==> config.mk <==
export PLATFORM = sky130hd
export DESIGN_NAME = button_conditioner
export DESIGN_NICKNAME = d
export VERILOG_FILES = /design/src/rtl/tetris_pkg.sv /design/src/rtl/btn_channel.sv /design/src/rtl/button_conditioner.sv
export SDC_FILE = /design/constraint.sdc
export NUM_CORES = 1
export LEC_CHECK = 0
export BUFFER_PORTS_ARGS = -buffer_cell sky130_fd_sc_hd__buf_2
export CAP_MARGIN = 0
export CELL_PAD_IN_SITES_DETAIL_PLACEMENT = 0
export CELL_PAD_IN_SITES_GLOBAL_PLACEMENT = 1
export CORE_ASPECT_RATIO = 1.5
export CORE_MARGIN = 5
export CORE_UTILIZATION = 50
export DETAILED_ROUTE_END_ITERATION = 8
export PLACE_DENSITY_LB_ADDON = 0.08
export SYNTH_ARGS = -nofsm -noshare
export SYNTH_HDL_FRONTEND = slang
export SYNTH_SLANG_ARGS = --single-unit
export TNS_END_PERCENT = 10
==> constraint.sdc <==
create_clock -name clk -period 2.94 [get_ports clk]
set_clock_uncertainty 0.1 [all_clocks]
set_input_delay 0.294 -clock clk [delete_from_list [all_inputs] [get_ports clk]]
set_output_delay 0.294 -clock clk [all_outputs]
set_load 0.1 [all_outputs]
==> src/rtl/tetris_pkg.sv <==
// Shared definitions for the Tetris input stage: button indices, channel
// FSM encoding, default 50 MHz timing and small width helpers.
package tetris_pkg;

  // Button channel indices
  localparam int BTN_LEFT  = 0;
  localparam int BTN_RIGHT = 1;
  localparam int BTN_DOWN  = 2;

  // Channel repeat-FSM encoding
  typedef logic [1:0] chan_state_t;
  localparam chan_state_t ST_IDLE   = 2'd0;
  localparam chan_state_t ST_DELAY  = 2'd1;
  localparam chan_state_t ST_REPEAT = 2'd2;

  // Default timing for a 50 MHz clock
  localparam int NUM_BTN_DEF         = 3;
  localparam int DEBOUNCE_CYCLES_DEF = 500000;    // 10 ms
  localparam int REPEAT_DELAY_DEF    = 15000000;  // 300 ms
  localparam int REPEAT_PERIOD_DEF   = 5000000;   // 100 ms

  // Bits needed to hold values 0..n-1, never less than one bit
  function automatic int cnt_width(input int n);
    return (n > 1) ? $clog2(n) : 1;
  endfunction

  function automatic int max2(input int a, input int b);
    return (a > b) ? a : b;
  endfunction

endpackage

==> src/rtl/btn_channel.sv <==
// One button channel: two-flop synchroniser, debounce counter and the
// hold-to-repeat FSM. pulse_next is the unmasked pulse that the top level
// registers on the same edge that level rises.
module btn_channel
  import tetris_pkg::*;
#(
  parameter int DEBOUNCE_CYCLES = DEBOUNCE_CYCLES_DEF,
  parameter int REPEAT_DELAY    = REPEAT_DELAY_DEF,
  parameter int REPEAT_PERIOD   = REPEAT_PERIOD_DEF
) (
  input  logic clk,
  input  logic rst,
  input  logic btn_raw,
  output logic level,
  output logic pulse_next
);

  localparam int DB_W = cnt_width(DEBOUNCE_CYCLES);
  localparam int TM_W = cnt_width(max2(REPEAT_DELAY, REPEAT_PERIOD));

  localparam logic [DB_W-1:0] DB_LAST     = DB_W'(DEBOUNCE_CYCLES - 1);
  localparam logic [TM_W-1:0] DELAY_LOAD  = TM_W'(REPEAT_DELAY - 1);
  localparam logic [TM_W-1:0] PERIOD_LOAD = TM_W'(REPEAT_PERIOD - 1);

  logic [1:0]      sync_q;
  logic            btn_sync;
  logic [DB_W-1:0] db_cnt;
  logic            differs;
  logic            db_done;
  logic            level_rise;
  chan_state_t     state_q, state_d;
  logic [TM_W-1:0] timer_q, timer_d;

  // Two-flop synchroniser for the asynchronous button
  always_ff @(posedge clk or negedge rst) begin
    // NOTE: sequential state uses non-blocking assignments so every flop
    // samples the pre-edge values; blocking here would collapse the chain.
    if (!rst) sync_q <= '0;
    else      sync_q <= {sync_q[0], btn_raw};
  end

  assign btn_sync   = sync_q[1];
  assign differs    = btn_sync ^ level;
  assign db_done    = differs && (db_cnt == DB_LAST);
  assign level_rise = db_done && !level;

  // Debounce: count consecutive differing cycles, toggle level on the last one
  always_ff @(posedge clk or negedge rst) begin
    if (!rst) begin
      db_cnt <= '0;
      level  <= 1'b0;
    end else begin
      if (!differs || db_done) db_cnt <= '0;
      else                     db_cnt <= db_cnt + 1'b1;
      if (db_done) level <= ~level;
    end
  end

  // Repeat FSM state and timer register
  always_ff @(posedge clk or negedge rst) begin
    if (!rst) begin
      state_q <= ST_IDLE;
      timer_q <= '0;
    end else begin
      state_q <= state_d;
      timer_q <= timer_d;
    end
  end

  // Repeat FSM next state; a released button wins over timer expiry
  always_comb begin
    // NOTE: every comb output gets a default first so no path leaves it
    // unassigned, which would otherwise infer a latch.
    state_d = state_q;
    timer_d = timer_q;
    case (state_q)
      ST_IDLE: begin
        if (level_rise) begin
          state_d = ST_DELAY;
          timer_d = DELAY_LOAD;
        end
      end
      ST_DELAY: begin
        if (!level) begin
          state_d = ST_IDLE;
          timer_d = '0;
        end else if (timer_q == '0) begin
          state_d = ST_REPEAT;
          timer_d = PERIOD_LOAD;
        end else begin
          timer_d = timer_q - 1'b1;
        end
      end
      ST_REPEAT: begin
        if (!level) begin
          state_d = ST_IDLE;
          timer_d = '0;
        end else if (timer_q == '0) begin
          timer_d = PERIOD_LOAD;
        end else begin
          timer_d = timer_q - 1'b1;
        end
      end
      default: begin
        state_d = ST_IDLE;
        timer_d = '0;
      end
    endcase
  end

  // Pulse request: on the debounced rise, then on each timer expiry while held
  always_comb begin
    pulse_next = 1'b0;
    case (state_q)
      ST_IDLE:              pulse_next = level_rise;
      ST_DELAY, ST_REPEAT:  pulse_next = level && (timer_q == '0);
      default:              pulse_next = 1'b0;
    endcase
  end

endmodule

==> src/rtl/button_conditioner.sv <==
// Tetris push-button front end: one conditioned channel per button, then a
// freeze mask and LEFT/RIGHT conflict drop before the registered move pulses.
module button_conditioner
  import tetris_pkg::*;
#(
  parameter int NUM_BTN         = NUM_BTN_DEF,
  parameter int DEBOUNCE_CYCLES = DEBOUNCE_CYCLES_DEF,
  parameter int REPEAT_DELAY    = REPEAT_DELAY_DEF,
  parameter int REPEAT_PERIOD   = REPEAT_PERIOD_DEF
) (
  input  logic               clk,
  input  logic               rst,
  input  logic [NUM_BTN-1:0] btn_in,
  input  logic               frz,
  output logic [NUM_BTN-1:0] btn_level,
  output logic [NUM_BTN-1:0] btn_pulse
);

  logic [NUM_BTN-1:0] raw_pulse;
  logic [NUM_BTN-1:0] lr_bits;
  logic [NUM_BTN-1:0] pulse_d;
  logic               lr_conflict;

  for (genvar i = 0; i < NUM_BTN; i++) begin : g_chan
    btn_channel #(
      .DEBOUNCE_CYCLES (DEBOUNCE_CYCLES),
      .REPEAT_DELAY    (REPEAT_DELAY),
      .REPEAT_PERIOD   (REPEAT_PERIOD)
    ) u_chan (
      .clk        (clk),
      .rst        (rst),
      .btn_raw    (btn_in[i]),
      .level      (btn_level[i]),
      .pulse_next (raw_pulse[i])
    );
    assign lr_bits[i] = (i == BTN_LEFT) || (i == BTN_RIGHT);
  end

  if (NUM_BTN > BTN_RIGHT) begin : g_lr
    assign lr_conflict = raw_pulse[BTN_LEFT] & raw_pulse[BTN_RIGHT];
  end else begin : g_no_lr
    assign lr_conflict = 1'b0;
  end

  // Drop coincident LEFT+RIGHT moves; freeze suppresses every move
  always_comb begin
    pulse_d = raw_pulse & ~(lr_bits & {NUM_BTN{lr_conflict}});
    if (frz) pulse_d = '0;
  end

  // Registered move strobes, aligned with the debounced level edge
  always_ff @(posedge clk or negedge rst) begin
    if (!rst) btn_pulse <= '0;
    else      btn_pulse <= pulse_d;
  end

endmodule

==> metrics.md <==
| Metric | Value |
|---|---|
| Syn Inst Count | `910` |
| Clock Power Share | `53.1%` |
| Synth cell types | `72` |
| Via density | `6.26` |
| Area Overhead vs Synth | `13.7%` |
| F_max | `0.368 GHz` |
| Design area | `9400 um2` |
| Commonest non-fill, non-tap cell in the layout | `dfrtp_1` |
| Sw Share | `20.0%` |
| Clk_lat worst skew | `420 ps` |
| Hold Fails Final Rpt | `0` |
| Final WL | `20,700 um` |
| Min Hold Slack | `254 ps` |
| Max transition margin | `26.4%` |
| Nets@finish | `966` |
| Starting Density | `50.8%` |
| Part of the power in registers | `44.9%` |
| Critical Path End Type | `flop` |
| Share of layout cells above drive strength 1 | `10.4%` |
| Largest net degree at the start of global routing | `80` |
| Rows | `57` |
| DR vias | `7,245` |
| Cell taking the most area after synthesis | `dfrtp_1` |
| Final period utilization | `92.3%` |
| CP Launch Type | `flop` |
| Hold path start | `g_chan[1].u_chan.sync_q[0]` |
| Period minus WS final | `2710 ps` |
| Multiplexer share of the synthesized area | `0.651%` |
| Synth Area in Compound Gates | `18.0%` |
| Worst Reg-to-Reg Cells | `7` |
| Post-synthesis adder-cell area fraction | `2.88%` |
| Simple-gate share of the synthesized area | `25.0%` |
| Largest cells by area after synthesis | `dfrtp_1 (45%), nor2_1 (5.1%), o21ai_0 (4.4%), nor3_1 (3.0%), ha_1 (2.9%)` |
| First-pass GRT wire length | `35,400 um` |
| Critical path class | `reg2reg` |
| IO Port Bufs | `11` |
| Most frequent cells in the layout | `dfrtp_1 (147), nor2_1 (112), o21ai_0 (72)` |
| Switching power | `915 uW` |
| TritonCTS clock tree | `yes` |
| Vias in the first global route | `7,333` |
| Fin cells | `1,157` |
| Dpl cells | `1,123` |
| Post-synth net total | `935` |
| Setup_tns | `0 ps` |
| Number of synthesized flops with an enable pin | `0` |
| GRT Total Usage | `22.5%` |
| Post-CTS setup buffers | `0` |
| Area taken by multi-input logic gates | `4330 um2` |
| Warnings, synthesis | `0` |
| Int Pwr | `3.66 mW` |
| Post-synth top area share | `44.5%` |
| Die W | `115 um` |
| Total core area | `16,300 um2` |
| CTS buffer count | `17` |
| Drt drc | `0` |
| Final setup violation count | `0` |
| Avg WL per Cell | `17.9 um` |
| Hold crit path type | `reg2reg` |
| Hold Path Cell Cnt | `0` |
| Post-synthesis async set-or-reset flop share | `100%` |
| FF+latch count, synth | `147` |
| Router iterations before antenna repair | `5` |
| Slew Limit Fails | `0` |
| Main combinational cell family by area after synthesis | `simple AND/OR/NAND/NOR gates` |
| Xor/xnor cell area share of the yosys netlist | `5.72%` |
| # H-tree levels | `4` |
| Outcome | `finished clean` |
| WHS Endpoint | `g_chan[1].u_chan.sync_q[1]` |
| Clock Path Buffers | `2` |
| Worst endpoint data arrival time | `2920 ps` |
| Post-synthesis cell area | `8260 um2` |
| Die extent in y | `167 um` |
| Ys flop type | `dfrtp_1` |
| HPWL after DPL | `14,600 um` |
| Congestion Overflow GR | `0` |
| Slew @ Worst Pin | `1100 ps` |
| CTS sink count | `147` |
| Gate power share | `2.1%` |
| Fill cells | `1,439` |
| RSZ-0062 raised after global routing | `false` |
| Synthesized area per cell | `9.08 um2` |
| Antenna violations before repair | `0` |
| R2R Path Start | `g_chan[1].u_chan.timer_q[0]` |
| Required @ worst endpoint | `3140 ps` |
| Clk slew on worst S/H paths | `60 ps` |
| Worst ir drop on vdd | `0.299 mV` |
| Clock Tree Root | `clkbuf_16` |
| Placer's final routability congestion estimate | `0.937` |
| Number of antenna repair diodes | `0` |
| P per Cell Area | `487 nW/um2` |
| Placement Cell Area | `8700 um2` |
| Reg2Reg Setup Slack | `230 ps` |
| Total die area | `19,200 um2` |
| R2R Path End | `g_chan[1].u_chan.timer_q[10]` |
| I/O pin cnt | `12` |
| Max Cap Viol | `0` |
| Seq/Total Area, Yosys | `44.5%` |
| DRT antenna net count | `0` |
| LEAKAGE | `4.24 nW` |
| Seq. cell area | `3680 um2` |
| Initial DRC count | `588` |
| Worst-path fanout max | `8` |
power groups by stage:
stage                     logic (mW)  registers (mW)  clock network, mW
after floorplan               0.0340            2.09                  0
after global placement        0.0921            2.09                  0
after detailed placement      0.0938            2.09                  0
after CTS                     0.0995            2.05               2.48
after global routing           0.112            2.05               2.57
final                         0.0946            2.05               2.43
Yosys cell counts (16+ instances only):
master	number
xnor2_1	27
ha_1	19
inv_1	26
nor2_1	112
nor4_1	25
and3_1	17
a31oi_1	20
o211ai_1	16
xor2_1	27
nand2_1	55
o21ai_0	72
a21oi_1	31
nand3_1	37
clkbuf_1	33
dfrtp_1	147
nor3_1	49
per-stage QoR:
step	power (mW)	worst slack, ps	util, %
final	4.57	226	57.8
after global routing	4.73	121	57.8
after CTS	4.63	253	57.8
after detailed placement	2.18	266	53.5
after global placement	2.18	351	53.5
after floorplan	2.12	305	-
state kept, by name, summed over array words and instances, names as in the netlist:
register	flops
g_chan.u_chan.timer_q	72
g_chan.u_chan.db_cnt	57
g_chan.u_chan.state_q	6
g_chan.u_chan.sync_q	6
btn_pulse	3
g_chan.u_chan.level	3
layer usage:
metal	global-route usage [%]	wire length [um]	vias up
met5	0	0	-
met1	27.5	8700	3527
met2	38.8	10500	230
met4	8.99	530	0
met3	3.75	965	49
li1	-	-	3439
logic make-up (layout without fill, tap and decap cells):
logic type | count (synthesis) | after routing
multiplexers | 5 | 5
AO/OA/AOI/OAI | 223 | 223
AND/OR/NAND/NOR | 397 | 397
adder cells (fa/ha/maj) | 19 | 19
flip-flops | 147 | 147
XOR/XNOR | 54 | 54
buffers and inverters | 65 | 106
final cells by class:
class,count,area share (%)
clock buffer,18,4.67
clock inverter,11,2.24
inverter,26,1.04
multi-input combinational,698,46.0
sequential,147,39.2
tap,206,2.74
timing repair buffer,51,4.12
timing repair:
action / CTS / global route
hold buffers: 5 / 0
hold endpoints to repair: 80 / 0
resized for setup: 0 / 0
critical path: stages (launching register included):
cell	delay (ps)
dfrtp_1	400
inv_1	100
ha_1	230
or4b_2	700
nor4_1	310
a31o_2	310
nor2_1	130
a32o_1	320
how the worst max path moves through the flow:
stage | startpoint | end | cells after the start
global route | g_chan[1].u_chan.timer_q[0] | g_chan[1].u_chan.timer_q[10] | 7
detailed placement | g_chan[1].u_chan.timer_q[0] | g_chan[1].u_chan.timer_q[10] | 7
floorplan | g_chan[1].u_chan.timer_q[0] | g_chan[1].u_chan.timer_q[7] | 8
finish | g_chan[1].u_chan.timer_q[0] | g_chan[1].u_chan.timer_q[10] | 7
CTS | g_chan[1].u_chan.timer_q[0] | g_chan[1].u_chan.timer_q[10] | 7
global placement | g_chan[1].u_chan.timer_q[0] | g_chan[1].u_chan.timer_q[10] | 7
(Power assumes the default switching activity.)
